$ cat config.mk
export PLATFORM = sky130hd
export DESIGN_NAME = pc_seq
export DESIGN_NICKNAME = d
export VERILOG_FILES = /design/src/rtl/pc_seq.sv
export SDC_FILE = /design/constraint.sdc
export NUM_CORES = 1
export LEC_CHECK = 0
export ABC_AREA = 1
export BUFFER_PORTS_ARGS = -buffer_cell sky130_fd_sc_hd__buf_2
export CORE_AREA = 10 10 81 83
export DETAILED_ROUTE_END_ITERATION = 7
export DIE_AREA = 0 0 91 93
export PLACE_DENSITY = 0.65
export SYNTH_ARGS = -nofsm -noshare
export SYNTH_HDL_FRONTEND = slang
export SYNTH_SLANG_ARGS = --single-unit
$ cat constraint.sdc
create_clock -name clk -period 2.3 [get_ports clk]
set_clock_uncertainty 0.1 [all_clocks]
set_input_delay 0.23 -clock clk [delete_from_list [all_inputs] [get_ports clk]]
set_output_delay 0.23 -clock clk [all_outputs]
set_load 0.005 [all_outputs]
$ cat src/rtl/pc_seq.sv
// Strobe sequencer for the 16-bit PC address register: INC, JMP, relative BRANCH
// (with 6502-style page-cross fixup cycle) and NOP, one command at a time.
module pc_seq (
    input  logic       clk,
    input  logic       rst,
    input  logic       cmd_valid,
    input  logic [1:0] cmd,
    input  logic [7:0] offset,
    input  logic [7:0] target_l,
    input  logic [7:0] target_h,
    input  logic [7:0] pc_l_cur,
    input  logic [7:0] pc_h_cur,
    output logic       load_pc_l,
    output logic       load_pc_h,
    output logic       L_inc,
    output logic       H_inc,
    output logic [7:0] PCL_in,
    output logic [7:0] PCH_in,
    output logic       busy,
    output logic       done,
    output logic       page_cross
);

    localparam logic [1:0] CMD_INC    = 2'b00;
    localparam logic [1:0] CMD_JMP    = 2'b01;
    localparam logic [1:0] CMD_BRANCH = 2'b10;

    typedef enum logic [1:0] {
        IDLE   = 2'd0,
        EXEC   = 2'd1,
        BR_FIX = 2'd2
    } state_t;

    state_t     state_q, state_d;
    logic [7:0] pch_lat_q, pch_lat_d;
    logic       fwd_q, fwd_d;
    logic       bwd_q, bwd_d;

    logic       load_l_q, load_l_d;
    logic       load_h_q, load_h_d;
    logic       l_inc_q, l_inc_d;
    logic       h_inc_q, h_inc_d;
    logic [7:0] pcl_q, pcl_d;
    logic [7:0] pch_q, pch_d;
    logic       busy_q, busy_d;
    logic       done_q, done_d;
    logic       pcx_q, pcx_d;

    logic [8:0] br_sum;
    logic       br_cross;

    // Sign of the offset disagreeing with the carry out means the high byte must move.
    assign br_sum   = {1'b0, pc_l_cur} + {1'b0, offset};
    assign br_cross = offset[7] ^ br_sum[8];

    // Outputs are registered, so the next-cycle outputs are computed here
    // alongside the next state.
    always_comb begin
        state_d   = state_q;
        pch_lat_d = pch_lat_q;
        fwd_d     = fwd_q;
        bwd_d     = bwd_q;
        load_l_d  = 1'b0;
        load_h_d  = 1'b0;
        l_inc_d   = 1'b0;
        h_inc_d   = 1'b0;
        pcl_d     = pcl_q;
        pch_d     = pch_q;
        busy_d    = 1'b0;
        done_d    = 1'b0;
        pcx_d     = 1'b0;

        case (state_q)
            IDLE: begin
                if (cmd_valid) begin
                    state_d   = EXEC;
                    busy_d    = 1'b1;
                    pch_lat_d = pc_h_cur;
                    fwd_d     = 1'b0;
                    bwd_d     = 1'b0;
                    case (cmd)
                        CMD_INC: begin
                            l_inc_d = 1'b1;
                            done_d  = 1'b1;
                        end
                        CMD_JMP: begin
                            load_l_d = 1'b1;
                            load_h_d = 1'b1;
                            pcl_d    = target_l;
                            pch_d    = target_h;
                            done_d   = 1'b1;
                        end
                        CMD_BRANCH: begin
                            load_l_d = 1'b1;
                            pcl_d    = br_sum[7:0];
                            if (br_cross) begin
                                fwd_d = ~offset[7];
                                bwd_d = offset[7];
                            end else begin
                                done_d = 1'b1;
                            end
                        end
                        default: begin
                            done_d = 1'b1;
                        end
                    endcase
                end
            end
            EXEC: begin
                if (fwd_q || bwd_q) begin
                    state_d = BR_FIX;
                    busy_d  = 1'b1;
                    done_d  = 1'b1;
                    pcx_d   = 1'b1;
                    if (fwd_q) begin
                        h_inc_d = 1'b1;
                    end else begin
                        load_h_d = 1'b1;
                        pch_d    = pch_lat_q - 8'd1;
                    end
                end else begin
                    state_d = IDLE;
                end
            end
            BR_FIX: begin
                state_d = IDLE;
                fwd_d   = 1'b0;
                bwd_d   = 1'b0;
            end
            default: begin
                state_d = IDLE;
            end
        endcase
    end

    always_ff @(posedge clk or posedge rst) begin
        if (rst) begin
            state_q   <= IDLE;
            pch_lat_q <= 8'h00;
            fwd_q     <= 1'b0;
            bwd_q     <= 1'b0;
            load_l_q  <= 1'b0;
            load_h_q  <= 1'b0;
            l_inc_q   <= 1'b0;
            h_inc_q   <= 1'b0;
            pcl_q     <= 8'h00;
            pch_q     <= 8'h00;
            busy_q    <= 1'b0;
            done_q    <= 1'b0;
            pcx_q     <= 1'b0;
        end else begin
            state_q   <= state_d;
            pch_lat_q <= pch_lat_d;
            fwd_q     <= fwd_d;
            bwd_q     <= bwd_d;
            load_l_q  <= load_l_d;
            load_h_q  <= load_h_d;
            l_inc_q   <= l_inc_d;
            h_inc_q   <= h_inc_d;
            pcl_q     <= pcl_d;
            pch_q     <= pch_d;
            busy_q    <= busy_d;
            done_q    <= done_d;
            pcx_q     <= pcx_d;
        end
    end

    assign load_pc_l  = load_l_q;
    assign load_pc_h  = load_h_q;
    assign L_inc      = l_inc_q;
    assign H_inc      = h_inc_q;
    assign PCL_in     = pcl_q;
    assign PCH_in     = pch_q;
    assign busy       = busy_q;
    assign done       = done_q;
    assign page_cross = pcx_q;

endmodule

==> out/metrics.yaml <==
outcome: "finished, final reports clean"
yosys_register_bits: 35
die_w_um: 91
ir_drop_uv: 216
cts-root-buf: "clkbuf_8"
numCtsBuffers: 5
fin_crit_sh: 0.860
synth_cell_types: 25
die_area_sq_um: 8460
clk_latency_ns: 0.28
placed_cell_area_sq_um: 2360
clockBufferDepth: 2
areaGrowthSynthToFinish_pct: 25.0
final_cells: 391
end_kind: "register"
grt_max_degree: 36
gp_congestion: 0.830
placed_cells: 384
grt_pass1_vias: 1795
start_util: 0.390
min_period_ns: 1.98
ys_seq_area_frac: 0.448
hp-start: "pc_h_cur[6]"
antenna_cells: 0
hold_viol: 0
cap_violations: 0
via_per_inst: 4.52
layout-drive-gt1-share: 0.255
power_density_nw_per_um2: 694
p_total_mw: 1.69
final_cell_mix: "nand2_1, buf_2, dfrtp_1, inv_1, nor2_1"
crit_type: "input pin to register"
fill_cells: 555
cts_tree: "done"
syn_area_sq_um: 1950
min_to: "pch_lat_q[6]"
final_common_cell: "nand2_1"
rows: 26
synth_ff_type: "dfrtp_1"
antenna_found_initial: 0
io_pins: 68
drt-initial-drc-count: 67
syn_avg_cell_area_sq_um: 7.79
overflow: 0
wl_per_cell_um: 12.2
nets: 382
cts_max_level: 2
grt_pass1_wl_um: 8010
post_cts_buffers: 0
die_h_um: 93
path_clk_slew_ns: 0.06
r2r_slack_ns: 0.53
startpoint_type: "input pin"
yosys_warnings: 0
crit_required_ns: 2.36
r2r_cells: 5
synth_cells: 251
async_flop_share: 1.00
routed_wl_um: 4760
tightest_slew_ns: 0.491
syn_nets: 311
static-leakage-power_nw: 1.38
track_usage: 0.114
first_pass_iters: 4
rsz0062_at_grt: "false"
via_count: 1766
io_buffers: 67
relSlewSlack: 0.669
finalSetupViolCount: 0
drc: 0
max_clock_freq_mhz: 506
cts.sinks: 35
critPathArrivalTime_ns: 2.03
drv_slew: 0
r2r-start: "state_q[0]"
design_area_sq_um: 2440
r2r-end: "PCL_in[0]"
hold_class: "input pin to register"
whs_path_depth: 3
synth_edf_count: 0
antenna_left: 0
dpl.hpwl_um: 3850
setup-tns-final_ns: 0
core-area_sq_um: 5010
worst-path-max-fanout: 2
==> metal layers <==
layer,vias to the layer above,track usage,share of wire
met2,46,0.195,0.48
met4,0,0.0392,0.015
met5,-,0,0
met3,5,0.0408,0.065
met1,780,0.128,0.44
li1,935,-,-
==> layout make-up <==
class	instances	area, sq um	area share
repair buffers	70	360	0.148
inverters	33	124	0.0507
flip-flops and latches	35	876	0.359
clock buffers	6	72.6	0.0297
multi-input cells	177	922	0.378
well taps	70	87.6	0.0359
==> kinds of logic (layout without fill, tap and decap cells) <==
logic type / count (synthesis) / count (layout) / synth area share
buf+inv: 39 / 109 / 0.0800
simple gates: 119 / 119 / 0.248
xor+xnor: 2 / 2 / 0.00896
flops: 35 / 35 / 0.448
fa+ha+maj: 15 / 15 / 0.0999
compound gates: 41 / 41 / 0.115
==> cell usage after synthesis (all sizes together) (2+ instances only) <==
cell,count,share of area
o21ai,23,0.063
inv,33,0.063
nand3,15,0.038
nand2,76,0.15
ha,14,0.090
a21oi,12,0.031
buf,3,0.011
dfrtp,35,0.45
o211ai,2,0.0077
a31oi,3,0.0096
clkbuf,3,0.0058
nor2,24,0.046
==> sequential cells by signal (all words and copies together) (netlist names) <==
register and count:
load_pc_h 1, pch_lat_q 8, done 1, page_cross 1, bwd_q 1, PCH_in 8, fwd_q 1, L_inc 1
state_q 2, PCL_in 8, busy 1, load_pc_l 1, H_inc 1
==> what timing repair did <==
item | CTS | global route
hold buffers | 1 | 0
endpoints found under the hold margin | 35 | 0
setup endpoints to repair | 0 | 0
gates resized for setup | 0 | 0
==> where the power goes <==
group / switching [mW] / total [mW] / internal, mW
registers: 0.0615 / 0.800 / 0.739
clock network: 0.197 / 0.399 / 0.201
logic: 0.277 / 0.496 / 0.218
==> per-stage QoR <==
step	worst slack [ns]	utilization	hold WS, ns
2_1_floorplan	0.279	-	0.247
3_3_place_gp	0.0767	0.471	0.248
3_5_place_dp	0.0347	0.471	0.255
4_1_cts	0.326	0.488	0.0540
5_1_grt	0.172	0.488	0.0722
6_report	0.322	0.488	0.0529
==> worst max-delay path, stage by stage <==
cell and delay, ns:
buf_2 0.10, ha_1 0.22, fa_1 0.38, nand2_1 0.09
nand2_1 0.07, nand3b_1 0.10, nand2_1 0.07, nand2_1 0.06
nand2_1 0.07, a21o_1 0.16, ha_1 0.26, o21ai_0 0.15
nand2_1 0.07
==> worst max-delay path by stage <==
stage                         start  endpoint  slack, ns  depth (start not counted)
after floorplan           offset[0]      done       0.28                         12
after global placement    offset[0]      done       0.08                         13
after detailed placement  offset[0]      done       0.03                         13
after CTS                 offset[0]      done       0.33                         13
after global routing      offset[0]      done       0.17                         13
final                     offset[0]      done       0.32                         13
Note: power is estimated with default switching activity, not from simulation.
